[config.mk]
export PLATFORM = sky130hd
export DESIGN_NAME = signed_seq_multiplier
export DESIGN_NICKNAME = d
export VERILOG_FILES = /design/src/rtl/signed_seq_multiplier.sv
export SDC_FILE = /design/constraint.sdc
export NUM_CORES = 1
export LEC_CHECK = 0
export CAP_MARGIN = 40
export CORE_MARGIN = 5
export CORE_UTILIZATION = 57
export DETAILED_ROUTE_END_ITERATION = 10
export PLACE_DENSITY = 0.81
export SLEW_MARGIN = 20
export SYNTH_ARGS = -nofsm -noshare
export SYNTH_HDL_FRONTEND = slang
export SYNTH_SLANG_ARGS = --single-unit
[constraint.sdc]
create_clock -name clk -period 4.55 [get_ports clk]
set_input_delay 0.6825 -clock clk [delete_from_list [all_inputs] [get_ports clk]]
set_output_delay 0.6825 -clock clk [all_outputs]
set_load 0.05 [all_outputs]
[src/rtl/signed_seq_multiplier.sv]
// Sequential signed shift-add multiplier: operands are reduced to magnitudes,
// multiplied over WIDTH cycles, then the sign is re-applied to the product.
module signed_seq_multiplier #(
  parameter int WIDTH = 8
) (
  input  logic                 clk,
  input  logic                 rst,
  input  logic                 start_valid,
  output logic                 start_ready,
  input  logic [WIDTH-1:0]     a,
  input  logic [WIDTH-1:0]     b,
  output logic [2*WIDTH-1:0]   result,
  output logic                 result_valid,
  input  logic                 result_ready,
  output logic                 busy
);

  localparam int CW = (WIDTH > 1) ? $clog2(WIDTH) : 1;

  typedef enum logic [2:0] {
    S_IDLE,
    S_MAG,
    S_MUL,
    S_FIX,
    S_DONE
  } state_t;

  state_t               r_state;
  logic [WIDTH-1:0]     r_a;
  logic [WIDTH-1:0]     r_b;
  logic [WIDTH-1:0]     r_mag_a;
  logic [WIDTH-1:0]     r_mag_b;
  logic                 r_neg;
  logic [2*WIDTH-1:0]   r_acc;
  logic [CW-1:0]        r_count;
  logic [2*WIDTH-1:0]   r_result;
  logic                 r_result_valid;
  logic                 r_busy;
  logic                 r_start_ready;

  logic [WIDTH-1:0]     w_neg_a;
  logic [WIDTH-1:0]     w_neg_b;
  logic [WIDTH-1:0]     w_mag_a;
  logic [WIDTH-1:0]     w_mag_b;
  logic [2*WIDTH-1:0]   w_addend;
  logic [2*WIDTH-1:0]   w_acc_neg;

  // The most negative operand negates to itself, which is its correct unsigned magnitude.
  assign w_neg_a   = ~r_a + WIDTH'(1);
  assign w_neg_b   = ~r_b + WIDTH'(1);
  assign w_mag_a   = r_a[WIDTH-1] ? w_neg_a : r_a;
  assign w_mag_b   = r_b[WIDTH-1] ? w_neg_b : r_b;
  assign w_addend  = {{WIDTH{1'b0}}, r_mag_a} << r_count;
  assign w_acc_neg = ~r_acc + (2*WIDTH)'(1);

  always_ff @(posedge clk or posedge rst) begin
    if (rst) begin
      r_state        <= S_IDLE;
      r_a            <= '0;
      r_b            <= '0;
      r_mag_a        <= '0;
      r_mag_b        <= '0;
      r_neg          <= 1'b0;
      r_acc          <= '0;
      r_count        <= '0;
      r_result       <= '0;
      r_result_valid <= 1'b0;
      r_busy         <= 1'b0;
      r_start_ready  <= 1'b1;
    end else begin
      case (r_state)
        S_IDLE: begin
          if (start_valid) begin
            r_a           <= a;
            r_b           <= b;
            r_busy        <= 1'b1;
            r_start_ready <= 1'b0;
            r_state       <= S_MAG;
          end
        end
        S_MAG: begin
          r_mag_a <= w_mag_a;
          r_mag_b <= w_mag_b;
          r_neg   <= r_a[WIDTH-1] ^ r_b[WIDTH-1];
          r_acc   <= '0;
          r_count <= '0;
          r_state <= S_MUL;
        end
        S_MUL: begin
          if (r_mag_b[0]) begin
            r_acc <= r_acc + w_addend;
          end
          r_mag_b <= r_mag_b >> 1;
          r_count <= r_count + CW'(1);
          if (r_count == CW'(WIDTH - 1)) begin
            r_state <= S_FIX;
          end
        end
        S_FIX: begin
          // Two's-complement of zero is zero, so a zero product never turns negative.
          r_result       <= r_neg ? w_acc_neg : r_acc;
          r_result_valid <= 1'b1;
          r_state        <= S_DONE;
        end
        S_DONE: begin
          if (result_ready) begin
            r_result_valid <= 1'b0;
            r_busy         <= 1'b0;
            r_start_ready  <= 1'b1;
            r_state        <= S_IDLE;
          end
        end
        default: begin
          r_state <= S_IDLE;
        end
      endcase
    end
  end

  assign result       = r_result;
  assign result_valid = r_result_valid;
  assign busy         = r_busy;
  assign start_ready  = r_start_ready;

  a_busy_state: assert property (@(posedge clk) disable iff (rst) busy == (r_state != S_IDLE));
  a_ready_busy: assert property (@(posedge clk) disable iff (rst) start_ready == !busy);
  a_valid_done: assert property (@(posedge clk) disable iff (rst) result_valid |-> (r_state == S_DONE));

endmodule

==> metrics <==
status=finished, final reports clean; CTS tree=yes; worst vdd ir=0.401 mV; worst hold path class=flip-flop to flip-flop; Layout area overhead=15.6%; async set or reset register ratio after synthesis=1.00; row count=32; final setup margin=1.47 ns; switching power=0.00185 W; warnings from Yosys=0; register bit total from synthesis=74; required time worst endpoint=around 4.8 ns; skew final=0.00691 ns; post-synthesis sequential area ratio=0.418; Placer Congestion=0.883; Final Hold Vio Count=0; layout filler cell count=620; post-CTS setup repair buffer count=0; commonest non-fill, non-tap cells in the layout=dfrtp_1 (73), nand2_1 (69), o21ai_0 (60); initial antenna violation count=0; cell family with most CP delay=compound AO/OA/AOI/OAI gates; number of antenna diodes=0; Clk pwr share=0.134; proportion of power drawn by combinational gates=0.552; Setup Viol. Count Final=0; Initial Util=0.579; Seq pwr share=0.314; global route overflow=0; Global Route Usage Sum=0.195; Post-Syn Area=4430 sq um; max_slew headroom=0.585; commonest non-fill, non-tap cell in the layout=dfrtp_1; Gate Count Post-Synth=482; largest net degree at the start of global routing=31; post-synthesis mux area share=0.0752; Mean Syn Cell Area=just over 9 sq um; Final nets=553; WS Path Type=flip-flop to flip-flop; clock root buffer=clkbuf_8; crit share post-route=0.676; adder-cell area share of the yosys netlist=0.0610; Cell Pwr Density=779 nW/um^2; Detailed Routing Iterations Pass 1=4; FMAX=0.325 GHz; Util after Layout=0.670; setup slack, reg-to-reg=1.47 ns; post-DR vias/cell=5.68; PortBufs=38; measured slew at the worst slew-check pin=0.620 ns; clk sinks=74; Leak=about 2.3 nW; first-pass GRT wire length=15.4 mm; crit-path cells=mux2i_1 -> mux2_2 -> o22ai_1 -> ha_1 -> a21o_1 -> a21oi_1 -> a211oi_1 -> or3_1 -> a32o_1; element type at the critical path end=flip-flop; Tmin final=3.08 ns; max-slew violation count=0; number of remaining DRC errors=0; Die ar.=9630 sq um; vias in the first global route=3,291; Total Wirelength=9.09 mm; peak fanout along the critical path=15; post-CTS sizing=0; largest family of logic cells by synthesized area=compound AO/OA/AOI/OAI gates; total CTS buffers=9; CP max stage delay=roughly 0.67 ns; Non-Filler Instances=619; dpl hpwl=6.89 mm; synth unique cells=between 50 and 60; Startpoint Class=flip-flop; I/O pin count=39; CP max stage cell=dfrtp_1; wire per inst=roughly 15 um; DRT iter0 DRCs=171; Die Y=roughly 100 um; syn nets=roughly 520; setup TNS=0 ns; cell internal pwr=0.00214 W; placed cell area=4910 sq um; cts hold-fix bufs=0; Buf/Inv on CP=0; Worst Path Arrival=around 3.3 ns; net switching fraction of the power=0.464; Post-synth EDFFs=0; via count=about 3,500; clock transition at the registers of the reported paths=0.08 ns; Clock Latency Late Sink=0.35 ns; MaxCap Viol Count=0; Antenna Nets Post-Route=0; Post-synth top flop=dfrtp_1; pre-CTS setup slack=roughly 1.5 ns; die outline width=about 100 um; Post-Synth Simple-Gate Area=0.159; Synth Area in XOR/XNOR=0.0673; RSZ-0062 raised after global routing=no; Core Region=7650 sq um; DP Cell Count=603; post-synthesis compound-gate area fraction=0.185; Clock Path Buffers=2; share of layout cells above drive strength 1=0.0948; Final Instance Area=~5100 sq um; H-tree levels=3
-- worst paths after layout --
kind	start	end	cells past startpoint
min in group asynchronous	rst	result[0]	2
min	result[12]	result[12]	2
min reg2reg	result[12]	result[12]	2
max reg2reg	r_count[1]	r_acc[12]	9
max	r_count[1]	r_acc[12]	9
max in group asynchronous	rst	r_b[0]	3
-- synthesized netlist by cell type, types with 2 or more instances --
master      n  area, sq um
nor2_1     20         75.1
o31ai_1     8         60.1
xnor2_1     8         70.1
ha_1       20          250
clkbuf_1   25         93.8
a22oi_1     6         45.0
a32o_1      3         30.0
a211oi_1    3         22.5
o21ai_0    60          300
xor2_1     26          228
nand3b_1    4         30.0
dfrtp_1    73         1830
o21a_1      2         15.0
or3_1       9         56.3
a21o_1      5         37.5
mux2_2     18          203
nor4_1      2         12.5
o22ai_1     4         25.0
o41ai_1     2         17.5
and3_1      3         18.8
or4_4       2         22.5
mux2i_1    13          130
a21oi_1    25          125
nand2b_1    6         37.5
nor2b_1     4         25.0
a31oi_1     3         18.8
nor3_1      4         20.0
and2_1      4         25.0
a221oi_1    2         17.5
o2111ai_1   2         17.5
nand2_1    69          259
nand3_1    16         80.1
inv_1      13         48.8
-- cells by family after synthesis --
kind of cell | Yosys count
buffers and inverters | 39
XOR/XNOR | 34
AO/OA/AOI/OAI | 135
flip-flops | 74
multiplexers | 31
adder cells (fa/ha/maj) | 21
AND/OR/NAND/NOR | 148
-- routing by layer --
layer	GRT usage	up-vias	part of all wire
li1	-	1782	-
met3	0.0371	10	0.060
met4	0.0536	0	0.012
met1	0.258	1634	0.44
met2	0.329	88	0.48
met5	0	-	0
-- sequential cells by signal (all words and copies together), names as in the netlist --
register	flops
r_mag_b	8
r_neg	1
result_valid	1
r_b	8
r_mag_a	8
result	16
start_ready	1
r_state	3
r_count	3
busy	1
r_acc	16
r_a	8
-- power by group through the flow --
stage	Clock (W)	Combinational [W]	Sequential, W
finish	0.000535	0.00220	0.00125
global route	0.000581	0.00246	0.00130
detailed placement	0	0.00220	0.00126
CTS	0.000550	0.00221	0.00125
global placement	0	0.00214	0.00125
floorplan	0	0.00159	0.00135
-- worst reg2reg max path, cell delays in order, from the launching register on --
cell      delay (ns)
dfrtp_1         0.67
mux2i_1         0.17
mux2_2          0.31
o22ai_1         0.19
ha_1            0.33
a21o_1          0.18
a21oi_1         0.36
a211oi_1        0.15
or3_1           0.37
a32o_1          0.24
-- layout make-up --
cell class / count / area [sq um] / share of cell area
clock buffers: 9 / 124 / 0.0242
clock inverters: 7 / 82.6 / 0.0161
inverters: 13 / 48.8 / 0.00953
multi-input cells: 369 / 2430 / 0.474
flip-flops and latches: 74 / 1850 / 0.362
well taps: 102 / 128 / 0.0249
repair buffers: 45 / 457 / 0.0892
-- stage by stage --
stage	hold slack [ns]	power, W
final	0.479	0.00399
after global routing	0.514	0.00434
after CTS	0.489	0.00401
after detailed placement	0.470	0.00346
after global placement	0.460	0.00339
after floorplan	0.450	0.00294
No activity file was read; power rests on OpenSTA's default activity.
